`src/rtl/fp_round_pack.sv`:
```
// fp_round_pack: round-half-up, saturate and pack {S,E[2:0],F[3:0]} in a 2-stage valid/ready pipeline
//  clk, rst            : clock, synchronous active-high reset
//  in_valid/in_ready   : upstream handshake; in_sign, in_exponent, in_significand, in_fifth_bit
//  out_valid/out_ready : downstream handshake; out_float = {S, E[2:0], F[3:0]}
//  round_cnt, sat_cnt  : saturating counts of delivered rounded / clamped words
module fp_round_pack #(
  parameter int COUNT_W = 8
) (
  input  logic               clk,
  input  logic               rst,
  input  logic               in_valid,
  output logic               in_ready,
  input  logic               in_sign,
  input  logic [2:0]         in_exponent,
  input  logic [3:0]         in_significand,
  input  logic               in_fifth_bit,
  output logic               out_valid,
  input  logic               out_ready,
  output logic [7:0]         out_float,
  output logic [COUNT_W-1:0] round_cnt,
  output logic [COUNT_W-1:0] sat_cnt
);
  logic               s1_valid_q, s1_valid_d, s1_sign_q, s1_fifth_q;
  logic [2:0]         s1_exp_q;
  logic [3:0]         s1_sig_q;
  logic               out_valid_q, out_valid_d, s2_rnd_q, s2_rnd_d, s2_sat_q, s2_sat_d;
  logic [7:0]         out_float_q, out_float_d;
  logic [COUNT_W-1:0] round_cnt_q, round_cnt_d, sat_cnt_q, sat_cnt_d;
  logic [4:0]         sum;
  logic               carry, sat, rnd, s2_load, take, deliver;
  logic [2:0]         r_exp;
  logic [3:0]         r_sig;
  assign s2_load   = s1_valid_q && (!out_valid_q || out_ready);
  assign in_ready  = !s1_valid_q || s2_load;
  assign take      = in_valid && in_ready;
  assign deliver   = out_valid_q && out_ready;
  assign out_valid = out_valid_q;
  assign out_float = out_float_q;
  assign round_cnt = round_cnt_q;
  assign sat_cnt   = sat_cnt_q;
  // carry out of F+fifth bumps E; at E=7 the word clamps to max magnitude instead
  always_comb begin
    sum         = {1'b0, s1_sig_q} + {4'b0, s1_fifth_q};
    carry       = sum[4];
    sat         = carry && (s1_exp_q == 3'd7);
    rnd         = s1_fifth_q && !sat;
    r_exp       = (carry && !sat) ? s1_exp_q + 3'd1 : s1_exp_q;
    r_sig       = sat ? 4'hf : carry ? 4'h8 : sum[3:0];
    s1_valid_d  = take ? 1'b1 : s2_load ? 1'b0 : s1_valid_q;
    out_valid_d = s2_load ? 1'b1 : out_ready ? 1'b0 : out_valid_q;
    out_float_d = s2_load ? {s1_sign_q, r_exp, r_sig} : out_float_q;
    s2_rnd_d    = s2_load ? rnd : s2_rnd_q;
    s2_sat_d    = s2_load ? sat : s2_sat_q;
    round_cnt_d = (deliver && s2_rnd_q && !(&round_cnt_q)) ? round_cnt_q + 1'b1 : round_cnt_q;
    sat_cnt_d   = (deliver && s2_sat_q && !(&sat_cnt_q)) ? sat_cnt_q + 1'b1 : sat_cnt_q;
  end
  always_ff @(posedge clk) begin
    if (rst) begin
      s1_valid_q  <= 1'b0;
      out_valid_q <= 1'b0;
      out_float_q <= '0;
      s2_rnd_q    <= 1'b0;
      s2_sat_q    <= 1'b0;
      round_cnt_q <= '0;
      sat_cnt_q   <= '0;
    end else begin
      s1_valid_q  <= s1_valid_d;
      out_valid_q <= out_valid_d;
      out_float_q <= out_float_d;
      s2_rnd_q    <= s2_rnd_d;
      s2_sat_q    <= s2_sat_d;
      round_cnt_q <= round_cnt_d;
      sat_cnt_q   <= sat_cnt_d;
    end
  end
  always_ff @(posedge clk) begin
    if (take) begin
      s1_sign_q  <= in_sign;
      s1_exp_q   <= in_exponent;
      s1_sig_q   <= in_significand;
      s1_fifth_q <= in_fifth_bit;
    end
  end
endmodule
```
`config.mk`:
```
export PLATFORM = sky130hd
export DESIGN_NAME = fp_round_pack
export DESIGN_NICKNAME = d
export VERILOG_FILES = /design/src/rtl/fp_round_pack.sv
export SDC_FILE = /design/constraint.sdc
export NUM_CORES = 1
export LEC_CHECK = 0
export CAP_MARGIN = 20
export CELL_PAD_IN_SITES_DETAIL_PLACEMENT = 0
export CELL_PAD_IN_SITES_GLOBAL_PLACEMENT = 1
export CORE_UTILIZATION = 40
export DETAILED_ROUTE_END_ITERATION = 10
export DONT_BUFFER_PORTS = 1
export GPL_TIMING_DRIVEN = 0
export HOLD_SLACK_MARGIN = 0.03
export PLACE_DENSITY = 0.64
export SLEW_MARGIN = 10
export SYNTH_ARGS = -nofsm -noshare
export SYNTH_HDL_FRONTEND = slang
export SYNTH_SLANG_ARGS = --single-unit
```
`constraint.sdc`:
```
create_clock -name clk -period 1.95 [get_ports clk]
set_input_delay 0.0975 -clock clk [delete_from_list [all_inputs] [get_ports clk]]
set_output_delay 0.0975 -clock clk [all_outputs]
set_load 0.05 [all_outputs]
```
==> flow_metrics.env <==
export IMPL_syn2layout_area_growth_pct=16.9
export IMPL_antenna_left=0
export IMPL_dpl_hpwl_mm=2.20
export IMPL_grt_pass1_vias=1234
export IMPL_cp_required_ps=2120
export IMPL_ys_warn_count=0
export IMPL_synth_area_um2=1630
export IMPL_hold_viol=0
export IMPL_grt_pass1_wl_mm=5.37
export IMPL_cts_setup_buffers=0
export IMPL_combPwrFrac=0.052
export IMPL_cp_max_fo=6
export IMPL_synth_area_leaders="dfxtp_1 34%, edfxtp_1 17%, nor2_1 4.8%, ha_1 4.6%, xor2_1 4.3%"
export IMPL_worst_clock_skew_ps=2.00
export IMPL_stdcell_area_um2=1900
export IMPL_clk_pin_slew_ps=70
export IMPL_via_count=1218
export IMPL_place_area_um2=1690
export IMPL_status="complete, no violations"
export IMPL_yosysMostFrequentCell="dfxtp_1"
export IMPL_fin_crit_sh=0.938
export IMPL_synthDominantCellAreaShare=0.344
export IMPL_finalPower_w=0.00159
export IMPL_rsz0062_at_grt="false"
export IMPL_antenna_found_initial=0
export IMPL_grt_use_total=0.163
export IMPL_die_y_um=65.8
export IMPL_synth_avg_cell_area_um2=10.1
export IMPL_reg2reg_from="round_cnt[5]"
export IMPL_path_depth=4
export IMPL_diodes=0
export IMPL_clock_fmax_mhz=546
export IMPL_cp_slowest_cell="dfxtp_1"
export IMPL_ys_ff_latch=37
export IMPL_critPathTopFamily="flip-flops"
export IMPL_fillers=352
export IMPL_drv_cap=0
export IMPL_clk_latency_ps=280
export IMPL_netlist_instances=161
export IMPL_hold_class="in -> reg"
export IMPL_multi_input_area_um2=749
export IMPL_ys_types=41
export IMPL_power_density_nw_per_um2=835
export IMPL_drive_gt1_frac=0.140
export IMPL_net_switching_power_w=0.000360
export IMPL_cts_buffer_depth=2
export IMPL_wl_per_cell_um=13.7
export IMPL_rows=22
export IMPL_cp_arrival_ps=2000
export IMPL_p_leak_nw=0.707
export IMPL_wirelength_mm=3.12
export IMPL_grt_overflow_total=0
export IMPL_fp_coreArea_um2=3770
export IMPL_relSlewSlack=0.550
export IMPL_async_flop_share=0
export IMPL_viasPerCell=5.37
export IMPL_ys_seq_area_frac=0.510
export IMPL_synth_flop_cell="dfxtp_1"
export IMPL_startpoint="round_cnt[5]"
export IMPL_fin_crit_ps=1830
export IMPL_die_x_um=65.8
export IMPL_drv_slew=0
export IMPL_port_buffers=0
export IMPL_critPathBufInv=0
export IMPL_endpoint="round_cnt[7]"
export IMPL_timing_rr_end="round_cnt[7]"
export IMPL_pin_count=39
export IMPL_drt_initial_drc_count=118
export IMPL_drc_errors=0
export IMPL_critical_path_class="reg -> reg"
export IMPL_cts_root_buf="clkbuf_8"
export IMPL_layout_nets=197
export IMPL_cp_start_kind="register"
export IMPL_yosysTopAreaCell="dfxtp_1"
export IMPL_gp_congestion=0.736
export IMPL_setup_viol=0
export IMPL_swShare=0.226
export IMPL_seqPwrFrac=0.549
export IMPL_dieArea_um2=4330
export IMPL_slowest_delay_ps=700
export IMPL_htree_levels=2
export IMPL_drtPass1Iterations=4
export IMPL_initial_core_util=0.432
export IMPL_p_clk_frac=0.399
export IMPL_grt_max_degree=12
export IMPL_cts_made_buffers=5
export IMPL_clock_sinks=37
export IMPL_cts_tree="yes"
export IMPL_syn_nets=180
export IMPL_crit_path_end_kind="register"
export IMPL_power_internal_w=0.00123
export IMPL_worstMarginPinSlew_ps=674
export IMPL_critical_path_cell_chain="nand4_1 > o211ai_1 > nor3_1 > mux2_2"
export IMPL_peakVddDrop_v=0.000630
export IMPL_r2r_setup_slack_ps=120
export IMPL_synth_edff_count=9
export IMPL_seqCellArea_um2=838
export IMPL_reg2regPathDepth=4
export IMPL_synth_common_cells="28 x dfxtp_1, 21 x nor2_1, 12 x nand2_1"
cells by family (layout without fill, tap and decap cells):
kind of cell,after synthesis,in the layout,synth area share
adder cells (fa/ha/maj),6,6,0.0461
multiplexers,5,5,0.0315
buffers and inverters,8,26,0.0300
AO/OA/AOI/OAI,29,29,0.117
XOR/XNOR,9,9,0.0484
flip-flops,37,37,0.510
AND/OR/NAND/NOR,67,67,0.217
power by group through the flow:
stage	logic, W	registers (W)	clock network [W]
floorplan	0.0000542	0.000886	0
global placement	0.0000669	0.000889	0
detailed placement	0.0000683	0.000890	0
CTS	0.0000848	0.000873	0.000657
global route	0.0000952	0.000877	0.000689
finish	0.0000828	0.000873	0.000634
state kept, by name (all words and copies together), names as in the netlist, 3 cells and up:
signal	count
out_float	8
sat_cnt	8
s1_exp_q	3
round_cnt	8
s1_sig_q	4
how the worst min path moves through the flow:
| stage | startpoint | end | slack (ps) | cells after the start |
|---|---|---|---|---|
| after global placement | in_exponent[1] | s1_exp_q[1] | 200 | 0 |
| final | rst | round_cnt[7] | 60 | 2 |
| after floorplan | in_exponent[0] | s1_exp_q[0] | 200 | 0 |
| after global routing | rst | round_cnt[7] | 80 | 2 |
| after CTS | rst | round_cnt[7] | 60 | 2 |
| after detailed placement | in_exponent[0] | s1_exp_q[0] | 200 | 0 |
cell usage in the layout, fill, tap and decap left out, drive strengths merged, types with 3 or more instances in the layout:
cell,instances
and2,3
xor2,8
ha,6
a21oi,11
dfxtp,28
nand3,8
nand2,12
mux2i,4
nor2,21
nor3,5
o21ai,5
or3,4
a211oi,5
clkbuf,10
dlygate4sd3,10
edfxtp,9
metal layers:
layer | global-route usage | part of all wire | vias up
li1 | - | - | 614
met1 | 0.205 | 0.48 | 567
met2 | 0.253 | 0.44 | 32
met3 | 0.0638 | 0.071 | 5
met4 | 0.0571 | 0.013 | 0
met5 | 0 | 0 | -
layout make-up:
class | instances | area share
multi-input cells | 116 | 0.394
well taps | 48 | 0.0316
inverters | 2 | 0.00394
clock inverters | 2 | 0.0178
flip-flops and latches | 37 | 0.440
plain buffers | 6 | 0.0217
clock buffers | 6 | 0.0381
repair buffers | 10 | 0.0526
stage by stage:
| step | hold WS, ps | instances | setup TNS (ps) | util | setup WS [ps] |
|---|---|---|---|---|---|
| 3_5_place_dp | 196 | 209 | -1070 | 0.448 | -118 |
| 4_1_cts | 60.7 | 227 | 0 | 0.503 | 2.90 |
| 5_1_grt | 77.9 | 227 | 0 | 0.505 | 2.00 |
| 3_3_place_gp | 196 | 209 | -1080 | 0.448 | -115 |
| 6_report | 63.0 | 227 | 0 | 0.505 | 120 |
| 2_1_floorplan | 196 | 161 | 0 | - | 78.0 |
what timing repair did:
item	in CTS	in global routing
gates cloned	0	0
hold buffers	10	0
endpoints found under the setup margin	10	11
hold endpoints to repair	10	0
resized for setup	2	5
pin swaps	0	0
No activity file was read; power rests on OpenSTA's default activity.
